**src/rtl/systolic_feeder_if.sv**
```systemverilog
// Beat/edge bundle between the systolic feeder and its neighbours.
// master drives beats into the feeder; slave is the feeder itself.
interface systolic_feeder_if #(
  parameter int unsigned N = 4,
  parameter int unsigned W = 32
);
  logic           in_valid;
  logic           in_ready;
  logic           in_last;
  logic [N*W-1:0] in_a;
  logic [N*W-1:0] in_b;
  logic [N*W-1:0] west_data;
  logic [N*W-1:0] north_data;
  logic           busy;
  logic           done;

  modport master (
    output in_valid, in_last, in_a, in_b,
    input  in_ready, west_data, north_data, busy, done
  );

  modport slave (
    input  in_valid, in_last, in_a, in_b,
    output in_ready, west_data, north_data, busy, done
  );
endinterface

```
**src/rtl/systolic_feeder.sv**
```systemverilog
// Diagonal skew feeder for the west/north edges of an NxN MAC grid.
// Optional FEEDER_BEAT_CNT_EN adds a saturating per-operation beat_count port.
module systolic_feeder #(
  parameter int unsigned N     = 4,
  parameter int unsigned W     = 32,
  parameter int unsigned DRAIN = 12
) (
  input  logic               clk,
  input  logic               rst,
  systolic_feeder_if.slave   bus
`ifdef FEEDER_BEAT_CNT_EN
  ,
  output logic [15:0]        beat_count
`endif
);

  localparam int unsigned FLUSH_LEN = N - 1 + DRAIN;
  localparam int unsigned CNT_W     = (FLUSH_LEN > 1) ? $clog2(FLUSH_LEN) : 1;
  localparam logic [CNT_W-1:0] CNT_LOAD = CNT_W'(FLUSH_LEN - 1);

  typedef enum logic [1:0] {
    ST_IDLE   = 2'd0,
    ST_STREAM = 2'd1,
    ST_FLUSH  = 2'd2,
    ST_DONE   = 2'd3
  } state_t;

  state_t           state;
  state_t           state_next;
  logic [CNT_W-1:0] cnt;
  logic [CNT_W-1:0] cnt_next;
  logic             ready_r;
  logic             busy_r;
  logic             done_r;
  logic             ready_d;
  logic             busy_d;
  logic             done_d;
  logic             accept;

  assign accept = bus.in_valid && ready_r;

  // State register; status outputs are registered from the next-state decode.
  always_ff @(posedge clk) begin
    if (rst) begin
      state   <= ST_IDLE;
      cnt     <= '0;
      ready_r <= 1'b0;
      busy_r  <= 1'b0;
      done_r  <= 1'b0;
    end else begin
      state   <= state_next;
      cnt     <= cnt_next;
      ready_r <= ready_d;
      busy_r  <= busy_d;
      done_r  <= done_d;
    end
  end

  // Next-state and drain counter.
  always_comb begin
    state_next = state;
    cnt_next   = cnt;
    case (state)
      ST_IDLE, ST_STREAM: begin
        if (accept) begin
          if (bus.in_last) begin
            state_next = ST_FLUSH;
            cnt_next   = CNT_LOAD;
          end else begin
            state_next = ST_STREAM;
          end
        end
      end
      ST_FLUSH: begin
        if (cnt == '0) begin
          state_next = ST_DONE;
        end else begin
          cnt_next = cnt - CNT_W'(1);
        end
      end
      ST_DONE: begin
        state_next = ST_IDLE;
      end
      default: begin
        state_next = ST_IDLE;
      end
    endcase
  end

  // Output decode of the state being entered.
  always_comb begin
    ready_d = 1'b0;
    busy_d  = 1'b0;
    done_d  = 1'b0;
    case (state_next)
      ST_IDLE:   ready_d = 1'b1;
      ST_STREAM: begin
        ready_d = 1'b1;
        busy_d  = 1'b1;
      end
      ST_FLUSH:  busy_d = 1'b1;
      ST_DONE:   done_d = 1'b1;
      default:   ready_d = 1'b0;
    endcase
  end

  assign bus.in_ready = ready_r;
  assign bus.busy     = busy_r;
  assign bus.done     = done_r;

  // Lane i gets an (i+1)-deep shift chain; non-accepted cycles inject zeros.
  for (genvar i = 0; i < N; i++) begin : g_lane
    logic [W-1:0]       head_a;
    logic [W-1:0]       head_b;
    logic [(i+1)*W-1:0] sr_a;
    logic [(i+1)*W-1:0] sr_b;

    assign head_a = accept ? bus.in_a[i*W +: W] : '0;
    assign head_b = accept ? bus.in_b[i*W +: W] : '0;

    if (i == 0) begin : g_head
      always_ff @(posedge clk) begin
        if (rst) begin
          sr_a <= '0;
          sr_b <= '0;
        end else begin
          sr_a <= head_a;
          sr_b <= head_b;
        end
      end
    end else begin : g_shift
      always_ff @(posedge clk) begin
        if (rst) begin
          sr_a <= '0;
          sr_b <= '0;
        end else begin
          sr_a <= {sr_a[i*W-1:0], head_a};
          sr_b <= {sr_b[i*W-1:0], head_b};
        end
      end
    end

    assign bus.west_data[i*W +: W]  = sr_a[i*W +: W];
    assign bus.north_data[i*W +: W] = sr_b[i*W +: W];
  end

`ifdef FEEDER_BEAT_CNT_EN
  // First beat out of IDLE restarts the count; later beats saturate.
  always_ff @(posedge clk) begin
    if (rst) begin
      beat_count <= '0;
    end else if (accept) begin
      if (state == ST_IDLE) begin
        beat_count <= 16'd1;
      end else if (beat_count != 16'hFFFF) begin
        beat_count <= beat_count + 16'd1;
      end
    end
  end
`endif

endmodule
```
**src/flat_wrapper.sv**
```systemverilog
// flat-port wrapper written by rule: the top's interface ports become plain ports
module systolic_feeder_flat 
#(
  parameter int unsigned N     = 4,
  parameter int unsigned W     = 32,
  parameter int unsigned DRAIN = 12
)
  (clk, rst, bus_in_valid, bus_in_last, bus_in_a, bus_in_b, bus_in_ready, bus_west_data, bus_north_data, bus_busy, bus_done);
  systolic_feeder_if #(.N(N), .W(W)) bus_i ();
  input  logic clk;
  input  logic rst;
  input wire logic [$bits(bus_i.in_valid)-1:0] bus_in_valid;
  input wire logic [$bits(bus_i.in_last)-1:0] bus_in_last;
  input wire logic [$bits(bus_i.in_a)-1:0] bus_in_a;
  input wire logic [$bits(bus_i.in_b)-1:0] bus_in_b;
  output wire logic [$bits(bus_i.in_ready)-1:0] bus_in_ready;
  output wire logic [$bits(bus_i.west_data)-1:0] bus_west_data;
  output wire logic [$bits(bus_i.north_data)-1:0] bus_north_data;
  output wire logic [$bits(bus_i.busy)-1:0] bus_busy;
  output wire logic [$bits(bus_i.done)-1:0] bus_done;
  assign bus_i.in_valid = bus_in_valid;
  assign bus_i.in_last = bus_in_last;
  assign bus_i.in_a = bus_in_a;
  assign bus_i.in_b = bus_in_b;
  assign bus_in_ready = bus_i.in_ready;
  assign bus_west_data = bus_i.west_data;
  assign bus_north_data = bus_i.north_data;
  assign bus_busy = bus_i.busy;
  assign bus_done = bus_i.done;
  systolic_feeder #(.N(N), .W(W), .DRAIN(DRAIN)) u_core (.clk(clk), .rst(rst), .bus(bus_i));
endmodule
```
**config.mk**
```make
export PLATFORM = sky130hd
export DESIGN_NAME = systolic_feeder_flat
export DESIGN_NICKNAME = d
export VERILOG_FILES = /design/src/rtl/systolic_feeder_if.sv /design/src/rtl/systolic_feeder.sv /design/src/flat_wrapper.sv
export SDC_FILE = /design/constraint.sdc
export NUM_CORES = 1
export LEC_CHECK = 0
export ABC_AREA = 0
export CAP_MARGIN = 20
export CORE_AREA = 2 2 202 204
export DETAILED_ROUTE_END_ITERATION = 16
export DIE_AREA = 0 0 204 206
export PLACE_DENSITY = 0.78
export REMOVE_ABC_BUFFERS = 1
export SYNTH_ARGS = -nofsm -noshare
export SYNTH_HDL_FRONTEND = slang
export SYNTH_SLANG_ARGS = --single-unit
```
**constraint.sdc**
```tcl
create_clock -name clk -period 2.9 [get_ports clk]
set_input_delay 0.58 -clock clk [delete_from_list [all_inputs] [get_ports clk]]
set_output_delay 0.58 -clock clk [all_outputs]
set_load 0.02 [all_outputs]
```
# Yosys cells after proc, flatten, opt, wreduce, memory -nomap -nowiden
# Index checks and enable logic that the tools add are counted.
dict set report totals {
  reg_bits 649
  latchBits 0
  ram_bits 0
  mem_bits_ro 0
  in_bits 260
  wordCells 51
  n_memories 0
}
dict set report op_classes {
  add_sub_neg 1
  multipliers 0
  n_div 0
  n_lt_le_gt_ge 0
  n_eq_ne 9
  shifts 0
  muxes 11
  n_bitwise 1
  reduce_logical 10
}
# op count
set op_table {}
lappend op_table {{$mux 4} 3}
lappend op_table {{$eq 2x2->1 const B} 4}
lappend op_table {{$pmux 4 s2} 1}
lappend op_table {{$reduce_or 2->1} 4}
lappend op_table {{$mux 2} 3}
lappend op_table {{$pmux 2 s3} 1}
lappend op_table {{$eq 2x1->1 const B} 2}
lappend op_table {{$logic_not 2->1} 2}
lappend op_table {{$logic_not 4->1} 1}
lappend op_table {{$ne 2x2->1 const B} 2}
lappend op_table {{$reduce_and 4->1} 1}
lappend op_table {{$sub 4x1->4 const B} 1}
lappend op_table {{$mux 1} 3}
lappend op_table {{$ne 2x1->1 const B} 1}
lappend op_table {{$reduce_bool 2->1} 1}
lappend op_table {{$logic_and 1x1->1} 1}
lappend op_table {{$not 1->1} 1}

# Logic depth before layout (Yosys ltp)
# Gate-level depths: netlist (run 1).
dict set report depth {
  word_depth 6
  ltp_mapped 7
  ltp_nobuf 7
}

# Worst setup path after synthesis (run 1)
# No wires, ideal clock.
dict set report synth_path {
  kind {input to register}
  startpoint {input bus_in_valid}
  endpoint {register u_core.busy_r (netlist: u_core.bus.busy)}
  setup_ns 0.128
  t_arrival_ns 1.347
  required_time_ns 2.772
  setup_slack_ns 1.425
  stages 5
  path_buffers 0
  cell_sequence {a21oi_1 a311o_1 nand2_1 ha_1 nor2b_1}
}
dict set report synth_between {
  elab_chain_len 6
}
# element line_no
set synth_rtl {}
lappend synth_rtl {{from (decl)} flat_wrapper.sv:12} ;# input wire logic [$bits(bus_i.in_valid)-1:0] bus_in_valid;
lappend synth_rtl {{$logic_and 1x1->1 (*)} systolic_feeder.sv:40} ;# assign accept = bus.in_valid && ready_r;
lappend synth_rtl {{$mux 2 (*)} systolic_feeder.sv:65} ;# if (accept) begin
lappend synth_rtl {{$pmux 2 s3 (*)} systolic_feeder.sv:63} ;# case (state)
lappend synth_rtl {{via u_core.state_next[0]} systolic_feeder.sv:29} ;# state_t state_next;
lappend synth_rtl {{$eq 2x1->1 or $eq 2x2->1 (tied branches)} systolic_feeder.sv:95} ;# case (state_next)
lappend synth_rtl {{$reduce_or 2->1 (no source line) (*)} --}
lappend synth_rtl {{$mux 1 (*)} systolic_feeder.sv:95}
lappend synth_rtl {{via u_core.busy_d} systolic_feeder.sv:36} ;# logic busy_d;
lappend synth_rtl {{to (signal assigned)} systolic_feeder.sv:54} ;# busy_r <= busy_d;
lappend synth_rtl {{to (decl)} systolic_feeder.sv:33} ;# logic busy_r;
# Mark *: on every way through the listed nets, which the timed path passes. The rest lies on a longest branch.
# A chain may end at the register's enable or synchronous reset.

# Worst setup path after layout (run 1)
dict set report layout_path {
  startpoint {register u_core.ready_r (netlist: u_core.bus.in_ready)}
  endpoint {output bus_in_ready}
}
# element line_no
set layout_lines {}
lappend layout_lines {{from (decl)} systolic_feeder.sv:32} ;# logic ready_r;
lappend layout_lines {{from (signal assigned)} systolic_feeder.sv:53} ;# ready_r <= ready_d;
lappend layout_lines {{to (decl)} flat_wrapper.sv:16} ;# output wire logic [$bits(bus_i.in_ready)-1:0] bus_in_ready;
# No word-level cell between the ends.

==> results of run 1 <==
[worst reg2reg max path, cell delays in order (launching register included)]
cell and delay, ns:
dfxtp_1 0.32, inv_1 0.07, ha_1 0.22, nor3b_2 0.30
nand2_1 0.11, nand2_1 0.10, ha_1 0.22, nor2b_1 0.12
[final cells by class]
| type | count | share of cell area |
|---|---|---|
| Clock inverter | 22 | 0.00906 |
| Multi-Input combinational cell | 670 | 0.168 |
| Timing Repair Buffer | 525 | 0.211 |
| Inverter | 3 | 0.000448 |
| Clock buffer | 86 | 0.0681 |
| Sequential cell | 649 | 0.517 |
| Tap cell | 532 | 0.0265 |
| Antenna cell | 1 | 0.0000996 |
[how the worst min path moves through the flow]
stage / to / slack, ns / depth (start not counted)
after floorplan: u_core.g_lane[1].sr_a[32] / 0.41 / 1
after global placement: u_core.g_lane[3].sr_a[40] / 0.42 / 1
after detailed placement: u_core.g_lane[2].sr_b[43] / 0.42 / 1
after CTS: u_core.g_lane[3].sr_b[127] / 0.35 / 2
after global routing: u_core.g_lane[3].sr_a[80] / 0.38 / 2
final: u_core.g_lane[3].sr_a[87] / 0.38 / 2
[power by group]
part           switching, mW  internal [mW]  leakage [nW]
clock                   3.16           4.44         0.960
combinational          0.313          0.511          3.66
sequential            0.0444           9.09          5.26
[kinds of logic after synthesis]
kind of cell | synth area share
simple gates | 0.216
flops | 0.684
buf+inv | 0.0941
compound gates | 0.00421
mux | 0.00105
fa+ha+maj | 0.00132
[metrics by stage]
step / total power [mW] / area [um2] / util / hold WS (ns) / setup WS [ns]
floorplan: 9.55 / 17200 / - / 0.414 / 1.05
global placement: 10.1 / 23200 / 0.577 / 0.415 / 0.765
detailed placement: 10.2 / 23200 / 0.577 / 0.420 / 0.794
CTS: 17.8 / 25100 / 0.625 / 0.347 / 0.634
global route: 18.2 / 25100 / 0.625 / 0.381 / 0.630
finish: 17.6 / 25100 / 0.625 / 0.379 / 0.689
[flip-flops by register name, indices dropped and copies added, names as in the netlist]
| register | flops |
|---|---|
| u_core.bus.busy | 1 |
| u_core.bus.done | 1 |
| u_core.bus.in_ready | 1 |
| u_core.cnt | 4 |
| u_core.g_lane.sr_a | 320 |
| u_core.g_lane.sr_b | 320 |
| u_core.state | 2 |
[cells in the mapped netlist (2+ instances only)]
cell | count | share of area
nand2_1 | 4 | 0.00079
and2_1 | 256 | 0.084
buf_2 | 27 | 0.0071
a21oi_1 | 3 | 0.00079
buf_4 | 195 | 0.077
dfxtp_1 | 649 | 0.68
nor2b_1 | 387 | 0.13
mux2i_1 | 2 | 0.0011
buf_6 | 2 | 0.0012
o31ai_1 | 2 | 0.00079
ha_1 | 2 | 0.0013
inv_1 | 2 | 0.00040
clkbuf_1 | 40 | 0.0079
[per-layer routing]
layer  vias up  share of wire
met2       354           0.50
met3       104          0.088
met4         0          0.053
met5         -              0
li1       5232              -
met1      4632           0.36
[cell usage in the layout (no fill, tap or decap)]
cell type,count
nor2b_1,387
buf_12,4
a311o_1,1
inv_2,1
and2_1,256
clkdlybuf4s50_1,517
and3_4,1
inv_1,2
buf_8,1
clkbuf_8,9
o21a_1,1
a21boi_0,1
a21oi_1,3
dfxtp_1,649
ha_1,2
buf_4,3
nand4b_1,1
clkinv_4,3
clkbuf_16,61
nand2b_1,1
o2bb2ai_1,1
mux2i_1,2
or4_1,1
or3_1,1
nor3b_2,1
o31ai_1,2
inv_6,1
clkinv_2,13
clkinvlp_4,1
nand2_1,4
nand3b_1,1
clkbuf_1,16
o21ai_0,1
o221a_2,1
diode_2,1
nor2_1,1
bufinv_16,4
==> run_results.csv, run 1 <==
group,metric,value,unit
global_routing,grt.busiest_layer,"met2",
yosys,syn_inst,1587,
clock_tree,htreeDepth,2,
global_routing,grt.met1_usage,0.167,
critical_path,arrival,1.63,ns
yosys,synthFlopType,"dfxtp_1",
critical_path,endpoint,"bus_in_ready",
floorplanning,core,0.0402,mm2
yosys,synthesis.area,0.0190,mm2
yosys,yosys_warnings,0,
sta,fin_tns_setup,0,ns
drt,num_vias,10300,
sta,max-slew-margin-rel,0.568,
global_routing,use_met2,0.293,
yosys,yosysUniqueCellTypes,29,
yosys,synth_edf_count,0,
layout,nFillCells,3029,
sta,worstMarginPinSlew,0.648,ns
clock_tree,clockBufferDepth,3,
clock_tree,numCtsBuffers,59,
global_routing,antenna_found_initial,1,
sta,fmax,0.452,GHz
critical_path,path_class,"reg -> out",
yosys,ys_async_sr_fraction,0,
clock_tree,cts_num_sinks,649,
drt,wl_per_cell,14.7,um
global_routing,grt_pass1_wl,54200,um
floorplanning,fp.dieH,206,um
pwr,ir_worst_vdd,0.000767,V
placed_design,dpl.cell_count,2379,
sta,fin_skew,0.0118,ns
yosys,ys_seq_area_frac,0.684,
drt,avgViaCountPerCell,4.15,
run_status,status,"completed",
clock_tree,clk-insertion-delay-late,0.58,ns
layout,seqCellArea,0.0130,mm2
global_routing,grt_overflow_total,0,
clock_tree,tritoncts,"yes",
placed_design,dp_hpwl,25300,um
pwr,leakage,9.87,nW
sta,min_period,2.21,ns
clock_tree,cts-hold-fix-buffers,0,
critical_path,crit_path_start,"u_core.bus.in_ready",
yosys,ys_seq_elements,649,
floorplanning,io_pins,519,
yosys,syn_avg_cell_area,12.0,um2
global_routing,grt_pass1_vias,10300,
run,drv_cap,0,
floorplanning,die-area,0.0420,mm2
layout,syn_to_final_growth,32.2,%
sta,final-hold-violation-count,0,
critical_path,path_buf_inv,1,
floorplanning,die_x,204,um
sta,setup_viol,0,
placed_design,io_buffers,518,
layout,nets,2170,
floorplanning,start_util,0.473,
hold_path,hold_path_class,"in -> reg",
drt,ant_nets,0,
critical_path,start_kind,"flip-flop",
sta,final-max-slew-violation-count,0,
global_routing,grt_max_degree,161,
layout,drive_above_1_share,0.0532,
critical_path,rr_worst_depth,7,
critical_path,end_kind,"output port",
critical_path,crit_required,2.32,ns
clock_tree,cts_root_buf,"clkbuf_16",
sta,min_period_over_period,0.763,
critical_path,max_stage_delay,0.65,ns
placed_design,gp_congestion,0.791,
global_routing,grt_use_total,0.167,
critical_path,critical_path_depth,1,
floorplanning,rows,74,
global_routing,gr-usage-met3,0.0642,
clock_tree,cts_resized,0,
drt,drtIter0Drc,307,
layout,final_cells,2488,
clock_tree,path_clk_slew,0.06,ns
critical_path,crit_slowest_cell,"clkdlybuf4s50_1",
sta,rsz0062_at_grt,"false",
hold_path,min_from,"rst",
critical_path,worstReg2RegEnd,"u_core.bus.busy",
critical_path,crit_fanout,5,
drt,drc,0,
clock_tree,cts_setup_buffers,0,
critical_path,cp_top_family,"buffers and inverters",
drt,dr.pass1.iters,4,
drt,postRouteWirelength,36700,um
layout,multi_input_area,0.00423,mm2
critical_path,rr_startpoint,"u_core.cnt[0]",
pwr,pwr_density_cell,699,mW/mm2
critical_path,cp_cell_sequence,"clkdlybuf4s50_1",
critical_path,ff2ff_setup_slack,1.30,ns
Note: power is estimated with default switching activity, not from simulation.
==> run 2: changes to the inputs <==
CORE_AREA = 2 2 205 207   (was 2 2 202 204)
DIE_AREA = 0 0 207 209   (was 0 0 204 206)
PLACE_DENSITY = 0.76   (was 0.78)
clock period = 2.1 ns   (was 2.9 ns; I/O delays follow)
==> run_results.csv, run 2 (synthesized netlist as in run 1, its figures left out) <==
group,metric,value,unit
critical_path,arrival,1.60,ns
pwr,seq_power_share,0.503,
clock_tree,numCtsBuffers,60,
clock_tree,clockBufferDepth,3,
floorplanning,die-area,0.0433,mm2
critical_path,cp_cell_sequence,"clkdlybuf4s50_1",
clock_tree,tritoncts,"yes",
placed_design,dp_hpwl,25900,um
sta,min_period,2.02,ns
layout,fin_area,0.0255,mm2
layout,layout_commonest_cell,"dfxtp_1",
floorplanning,io_pins,519,
floorplanning,start_util,0.460,
clock_tree,htreeDepth,2,
floorplanning,die_x,207,um
pwr,pwr_density_cell,984,mW/mm2
drt,ant_nets,0,
clock_tree,cts_resized,0,
run_status,status,"completed",
clock_tree,cts_setup_buffers,0,
sta,rsz0062_at_grt,"false",
global_routing,grt_pass1_vias,10600,
layout,top_regs,"u_core.g_lane.sr_a x320, u_core.g_lane.sr_b x320, u_core.cnt x4",
layout,nets,2180,
sta,max-slew-margin-rel,0.570,
global_routing,grt_pass1_wl,56000,um
global_routing,grt_use_total,0.165,
drt,wl_per_cell,14.7,um
layout,final_cell_mix,"dfxtp_1 (649), clkdlybuf4s50_1 (516), nor2b_1 (387), and2_1 (256), clkbuf_16 (62)",
drt,drc,0,
critical_path,cp_top_family,"buffers and inverters",
sta,setup_viol,0,
critical_path,crit_slowest_cell,"clkdlybuf4s50_1",
layout,drive_above_1_share,0.0621,
clock_tree,path_clk_slew,0.06,ns
pwr,swShare,0.200,
sta,hold_ws,0.155,ns
clock_tree,cts_num_sinks,649,
placed_design,gp_congestion,0.770,
critical_path,crit_fanout,1,
layout,nFillCells,3174,
sta,fin_skew,0.0185,ns
placed_design,io_buffers,518,
run,drv_cap,0,
drt,drtIter0Drc,266,
sta,final-hold-violation-count,0,
drt,num_vias,10400,
drt,avgViaCountPerCell,4.16,
critical_path,end_kind,"output port",
pwr,leakage,10.0,nW
sta,worstMarginPinSlew,0.645,ns
drt,dr.pass1.iters,4,
floorplanning,fp.dieH,209,um
clock_tree,clk-insertion-delay-late,0.60,ns
clock_tree,cts-hold-fix-buffers,0,
sta,fmax,0.494,GHz
pwr,p_clk_frac,0.450,
pwr,intPower,20.1,mW
critical_path,start_kind,"flip-flop",
critical_path,path_class,"reg -> out",
global_routing,grt_overflow_total,0,
layout,syn_to_final_growth,34.0,%
placed_design,placement.cell_area,0.0233,mm2
clock_tree,cts_root_buf,"clkbuf_16",
sta,fin_tns_setup,0,ns
floorplanning,rows,75,
pwr,ir_worst_vdd,0.000656,V
pwr,switchingPower,5.00,mW
placed_design,dpl.cell_count,2395,
floorplanning,core,0.0413,mm2
drt,postRouteWirelength,36900,um
hold_path,hold_path_class,"in -> reg",
critical_path,crit_required,1.68,ns
sta,min_period_over_period,0.963,
sta,final-max-slew-violation-count,0,
critical_path,path_buf_inv,1,
global_routing,antenna_found_initial,4,
global_routing,grt_max_degree,153,
critical_path,max_stage_delay,0.70,ns
layout,final_cells,2508,
pwr,power_frac_comb,0.046,
run 2: power groups by stage:
stage	logic, mW	clock network, mW	registers, mW
floorplan	0.224	0	13.0
global placement	1.16	0	12.9
detailed placement	1.18	0	12.9
CTS	1.18	11.6	12.6
global route	1.26	12.1	12.6
finish	1.16	11.3	12.6
run 2: layout make-up:
type	count	area, um2	share of cell area
Antenna cell	3	7.51	0.000295
Clock buffer	82	1740	0.0682
Clock inverter	28	379	0.0149
Inverter	3	11.3	0.000442
Multi-Input combinational cell	670	4230	0.166
Sequential cell	649	13000	0.510
Tap cell	539	674	0.0265
Timing Repair Buffer	534	5440	0.214
run 2: metrics by stage:
stage / setup slack [ns] / total power, mW / utilization
3_5_place_dp: 0.175 / 14.1 / 0.565
2_1_floorplan: 0.330 / 13.2 / -
3_3_place_gp: 0.172 / 14.0 / 0.565
4_1_cts: 0.000856 / 25.4 / 0.617
6_report: 0.0767 / 25.1 / 0.617
5_1_grt: 0.00507 / 25.9 / 0.617
run 2: worst paths after layout:
| check | startpoint | endpoint | slack [ns] | depth (start not counted) |
|---|---|---|---|---|
| worst max-delay path | u_core.g_lane[2].sr_b[92] | bus_north_data[92] | 0.08 | 1 |
| worst min-delay path | rst | u_core.g_lane[3].sr_b[80] | 0.15 | 2 |
| worst max register to register | u_core.cnt[0] | u_core.bus.busy | 0.51 | 7 |
| worst min register to register | u_core.g_lane[3].sr_a[22] | u_core.g_lane[3].sr_a[54] | 0.42 | 1 |
run 2: metal layers:
metal | vias up | track usage | share of wire
met5 | - | 0 | 0.00035
met4 | 2 | 0.0798 | 0.036
met3 | 87 | 0.0534 | 0.074
met2 | 350 | 0.304 | 0.52
met1 | 4725 | 0.167 | 0.37
li1 | 5261 | - | -
